[src/rtl/accel_stim_gen.sv]
// accel_stim_gen: request-driven data/weight stimulus source with bounded, repeatable runs.
// Defining STIM_GEN_LFSR_EN turns mode 2 into a per-stream 16-bit Galois LFSR pattern.
module accel_stim_gen #(
  parameter int BIT_WIDTH   = 8,
  parameter int NUM_CHANNEL = 3,
  parameter int NUM_KERNEL  = 4,
  parameter int DATA_LEN    = 16,
  parameter int WEIGHT_LEN  = 9,
  parameter int CNT_WIDTH   = 16
) (
  input  logic                                        clk,
  input  logic                                        rst,
  input  logic                                        i_start,
  input  logic [1:0]                                  i_mode,
  input  logic                                        i_data_req,
  output logic [BIT_WIDTH*NUM_CHANNEL-1:0]            o_data,
  output logic                                        o_data_val,
  input  logic                                        i_weight_req,
  output logic [BIT_WIDTH*NUM_CHANNEL*NUM_KERNEL-1:0] o_weight,
  output logic                                        o_weight_val,
  output logic [CNT_WIDTH-1:0]                        o_data_cnt,
  output logic [CNT_WIDTH-1:0]                        o_weight_cnt,
  output logic                                        o_done
);
  localparam int G  = BIT_WIDTH * NUM_CHANNEL;
  localparam int WW = G * NUM_KERNEL;
  localparam logic [CNT_WIDTH-1:0] DLEN = CNT_WIDTH'(DATA_LEN);
  localparam logic [CNT_WIDTH-1:0] WLEN = CNT_WIDTH'(WEIGHT_LEN);

  typedef enum logic [1:0] {IDLE, RUN, DONE} state_t;
  state_t state, state_nxt;

  logic [1:0] mode;
  logic       d_acc, w_acc, hold;

  logic [NUM_CHANNEL-1:0][BIT_WIDTH-1:0] dgen, dseed, dinc, dword;
  logic [NUM_KERNEL-1:0][G-1:0]          wgen, wseed, winc, wword;

  for (genvar c = 0; c < NUM_CHANNEL; c++) begin : g_dlane
    assign dseed[c] = BIT_WIDTH'(c * 16);
    assign dinc[c]  = dgen[c] + BIT_WIDTH'(1);
  end

  // Each group increments as one wide integer; no carry crosses into the next group.
  for (genvar k = 0; k < NUM_KERNEL; k++) begin : g_wgrp
    assign wseed[k] = G'(k);
    assign winc[k]  = wgen[k] + G'(1);
  end

  // A request coinciding with i_start is dropped so the new run begins cleanly.
  assign d_acc = (state == RUN) && !i_start && i_data_req   && (o_data_cnt   < DLEN);
  assign w_acc = (state == RUN) && !i_start && i_weight_req && (o_weight_cnt < WLEN);
  assign hold  = (mode == 2'd1);
  assign o_done = (state == DONE);

`ifdef STIM_GEN_LFSR_EN
  logic [15:0]                           dlfsr, wlfsr;
  logic [NUM_CHANNEL-1:0][BIT_WIDTH-1:0] dlw;
  logic [WW-1:0]                         wlw;
  logic                                  lfsr_mode;

  function automatic logic [15:0] lfsr_step(input logic [15:0] l);
    return {1'b0, l[15:1]} ^ (l[0] ? 16'hB400 : 16'h0000);
  endfunction

  assign lfsr_mode = (mode == 2'd2);

  for (genvar c = 0; c < NUM_CHANNEL; c++) begin : g_dlfsr
    assign dlw[c] = dlfsr[BIT_WIDTH-1:0] + BIT_WIDTH'(c);
  end

  for (genvar j = 0; j < NUM_KERNEL * NUM_CHANNEL; j++) begin : g_wlfsr
    assign wlw[j*BIT_WIDTH +: BIT_WIDTH] = wlfsr[BIT_WIDTH-1:0] + BIT_WIDTH'(j);
  end

  assign dword = lfsr_mode ? dlw : dgen;
  assign wword = lfsr_mode ? wlw : wgen;

  always_ff @(posedge clk) begin
    if (rst || i_start) begin
      dlfsr <= 16'hACE1;
      wlfsr <= 16'h1D0F;
    end else begin
      if (d_acc) dlfsr <= lfsr_step(dlfsr);
      if (w_acc) wlfsr <= lfsr_step(wlfsr);
    end
  end
`else
  assign dword = dgen;
  assign wword = wgen;
`endif

  always_comb begin
    state_nxt = state;
    case (state)
      IDLE:    if (i_start) state_nxt = RUN;
      RUN:     if (!i_start && o_data_cnt == DLEN && o_weight_cnt == WLEN) state_nxt = DONE;
      DONE:    if (i_start) state_nxt = RUN;
      default: state_nxt = IDLE;
    endcase
  end

  always_ff @(posedge clk) begin
    if (rst) begin
      state        <= IDLE;
      mode         <= 2'd0;
      dgen         <= dseed;
      wgen         <= wseed;
      o_data       <= '0;
      o_weight     <= '0;
      o_data_val   <= 1'b0;
      o_weight_val <= 1'b0;
      o_data_cnt   <= '0;
      o_weight_cnt <= '0;
    end else begin
      state        <= state_nxt;
      o_data_val   <= d_acc;
      o_weight_val <= w_acc;
      if (i_start) begin
        mode         <= i_mode;
        dgen         <= dseed;
        wgen         <= wseed;
        o_data_cnt   <= '0;
        o_weight_cnt <= '0;
      end else begin
        if (d_acc) begin
          o_data     <= dword;
          o_data_cnt <= o_data_cnt + CNT_WIDTH'(1);
          if (!hold) dgen <= dinc;
        end
        if (w_acc) begin
          o_weight     <= wword;
          o_weight_cnt <= o_weight_cnt + CNT_WIDTH'(1);
          if (!hold) wgen <= winc;
        end
      end
    end
  end
endmodule
[config.mk]
export PLATFORM = sky130hd
export DESIGN_NAME = accel_stim_gen
export DESIGN_NICKNAME = d
export VERILOG_FILES = /design/src/rtl/accel_stim_gen.sv
export SDC_FILE = /design/constraint.sdc
export NUM_CORES = 1
export LEC_CHECK = 0
export CORE_UTILIZATION = 50
export DETAILED_ROUTE_END_ITERATION = 8
export HOLD_SLACK_MARGIN = 0.08
export PLACE_DENSITY = 0.79
export SETUP_SLACK_MARGIN = 0.3
export SYNTH_ARGS = -nofsm -noshare
export SYNTH_HDL_FRONTEND = slang
export SYNTH_SLANG_ARGS = --single-unit
[constraint.sdc]
create_clock -name clk -period 3.1 [get_ports clk]
set_input_delay 0.62 -clock clk [delete_from_list [all_inputs] [get_ports clk]]
set_output_delay 0.62 -clock clk [all_outputs]
set_load 0.01 [all_outputs]
==> metrics.md <==
| Metric | Value |
|---|---|
| Hold Buf Count CTS | `0` |
| Gate power share | `~3%` |
| Full die area | `between 0.02 and 0.025 mm^2` |
| FP Rows | `53` |
| Largest net degree at the start of global routing | `61` |
| Vias in the first global route | `between 9000 and 10000` |
| CP Depth | `6` |
| GRT overflow | `0` |
| CTS tree | `yes` |
| Peak VDD IR | `around 0.40 mV` |
| Clk pin slew, worst setup/hold paths | `~0.06 ns` |
| Switch Pwr | `between 0.0015 and 0.002 W` |
| Finished Core Util | `between 60% and 70%` |
| Status | `complete, no violations` |
| R2R cell count | `6` |
| Leakage | `approximately 4.6 nW` |
| WP buf/inv | `1` |
| Max Fclk | `0.4006 GHz` |
| Max clock buf depth | `3` |
| Final Hold Fails | `0` |
| Routed via count | `between 9000 and 10000` |
| I/O pin count | `~160` |
| CTS sink cnt | `278` |
| PostCTS Resize Cnt | `0` |
| CP delay by family, top | `simple AND/OR/NAND/NOR gates` |
| Crit-path slowest cell | `or4_1` |
| Worst min-delay path class | `register to register` |
| Syn-to-layout area delta | `27.21%` |
| Critical Path Sink Type | `register` |
| Avg Cell Area, Syn | `between 8 and 9 um^2` |
| Fin crit period | `approximately 2.5 ns` |
| Yosys synthesis warning count | `0` |
| DR WL/cell | `15.53 um` |
| CTS Buf Count | `28` |
| Max Slew Vio Count | `0` |
| Max-cap viol count | `0` |
| Seq/Total Area, Yosys | `about half` |
| Slew @ Worst Pin | `just under 0.7 ns` |
| Synth top area share | `50.68%` |
| Reg power frac | `between 40% and 50%` |
| Via density | `between 5 and 6` |
| Commonest non-fill, non-tap cell in the layout | `nand2_1` |
| Hold path cells | `2` |
| Ranking of synthesized cells by area | `dfxtp_1, nand2_1, a21oi_1` |
| Final wirelength | `27140 um` |
| Clock power frac | `approximately half` |
| Chip Height | `150.2 um` |
| RSZ-0062 raised after global routing | `false` |
| GR Util All Layers | `24.11%` |
| Initial antenna violation count | `0` |
| TNS Setup | `0 ns` |
| Worst EP arrival | `between 2 and 3 ns` |
| Post-DRT Antenna Nets | `0` |
| Required time worst endpoint | `~3.6 ns` |
| Top_reg_cell synth | `dfxtp_1` |
| Die X | `roughly 150 um` |
| R2R Setup Slk | `between 0.6 and 0.7 ns` |
| Clock root cell | `clkbuf_16` |
| Initial Utilization | `roughly half` |
| Starting DRT DRC Count | `475` |
| Int Power | `between 0.005 and 0.006 W` |
| Global-route wire length before repair | `~45000 um` |
| Share of cells above drive strength 1 | `under 10%` |
| Final Skew | `approximately 0.010 ns` |
| Max_slew headroom | `54.35%` |
| Tcrit/Tclk final | `80.52%` |
| Ant. Diodes | `0` |
| Synth Cell Area | `approximately 0.011 mm^2` |
| Biggest area consumer among synthesized cells | `dfxtp_1` |
| DPL Wire Length | `17850 um` |
| RD Place Congestion | `slightly above 0.8` |
| Cell Pwr Density | `536.5 mW/mm^2` |
| Depth of the CTS H-tree | `1` |
| Synth unique cells | `48` |
| #FFs+latches synth | `about 280` |
| Post-synth ARST share | `0%` |
| Critical setup path kind | `register to register` |
| Slowest stage delay, CP | `between 0.5 and 0.6 ns` |
| Sequence of cells on the critical path | `or4_1, nor3_4, buf_4, nand4_1, or4_1, a21oi_1` |
| Number of flops mapped to enable cells by yosys | `0` |
| Core ar. | `between 0.02 and 0.025 mm^2` |
| Drt pass-1 iters | `5` |
| Syn_nets | `1328` |
| Worst-skew pair later-pin latency | `0.54 ns` |
| Final nets | `1470` |
| CP dominant cell by count | `or4_1` |
| Drt drc | `0` |
| CP max FO | `35` |
| Setup repair bufs after CTS | `0` |
| Critical Path Start Type | `register` |
| Commonest cells after routing, fill and taps aside | `nand2_1, dfxtp_1, clkdlybuf4s50_1` |
| PortBufs | `between 150 and 200` |
| Final Total Pwr | `approximately 0.0075 W` |
| Finish-stage setup viols | `0` |
| Sw frac | `around 21%` |
| Post-Synthesis Cells | `1309` |
cells in the mapped netlist (all sizes together), types with 13 or more instances:
library cell	instances
or3	30
or4	13
a21oi	158
o21ai	26
nor3	14
nor2	93
nand2	295
nor4	30
dfxtp	278
clkbuf	68
nand3	47
and2	33
and4	14
nand4	42
xnor2	41
xor2	34
layout make-up:
cell class | count | area [um^2]
multi-input cells | 942 | 5096
clock buffers | 42 | 844.6
inverters | 12 | 45.04
flip-flops and latches | 278 | 5565
clock inverters | 10 | 180.2
fillers | 1757 | 7317
repair buffers | 189 | 1894
well taps | 275 | 344.1
logic make-up (layout without fill, tap and decap cells):
group	count (synthesis)	count (layout)	share of synthesized area (%)
simple gates	632	632	27.22
buf+inv	89	253	3.213
mux	11	11	1.003
xor+xnor	75	75	5.982
fa+ha+maj	12	12	1.367
compound gates	212	212	10.54
flops	278	278	50.68
worst reg2reg max path, cell delays in order (launching register included):
cell     delay, ns
dfxtp_1       0.32
or4_1         0.59
nor3_4        0.18
buf_4         0.38
nand4_1       0.33
or4_1         0.47
a21oi_1       0.14
flip-flops by register name (all words and copies together) (netlist names):
register and flops:
o_weight_cnt 16, o_weight 96, o_data_cnt 16, o_data 24
wgen 96, o_data_val 1, o_weight_val 1, state 2
mode 2, dgen 24
metal layers:
| layer | up-vias | part of all wire [%] | GRT usage [%] |
|---|---|---|---|
| met3 | 34 | 6.6 | 5.091 |
| met4 | 0 | 1.4 | 6.212 |
| met5 | - | 0 | 0 |
| li1 | 4771 | - | - |
| met1 | 4642 | 43 | 30.55 |
| met2 | 255 | 48 | 41.53 |
stage by stage:
stage | instances | setup WS (ns) | hold slack, ns | area [um^2]
after floorplan | 1309 | 0.4396 | 0.4370 | 10980
after global placement | 1696 | 0.2074 | 0.4423 | 12940
after detailed placement | 1696 | 0.1460 | 0.4444 | 12940
after CTS | 1748 | 0.6057 | 0.4542 | 13970
after global routing | 1748 | 0.4414 | 0.4720 | 13970
final | 1748 | 0.6039 | 0.4513 | 13970
worst paths after layout:
path,start,end
hold reg to reg,o_weight[34],o_weight[34]
setup / recovery,o_weight_cnt[7],wgen[62]
setup reg to reg,o_weight_cnt[7],wgen[62]
hold / removal,o_weight[34],o_weight[34]
power by group through the flow:
stage / Clock [W] / Sequential [W] / Combinational, W
after floorplan: 0 / 0.00367 / 0.000133
after global placement: 0 / 0.00367 / 0.000221
after detailed placement: 0 / 0.00367 / 0.000223
after CTS: 0.00372 / 0.00359 / 0.000225
after global routing: 0.00388 / 0.00359 / 0.000244
final: 0.00368 / 0.00359 / 0.000225
(Power assumes the default switching activity.)
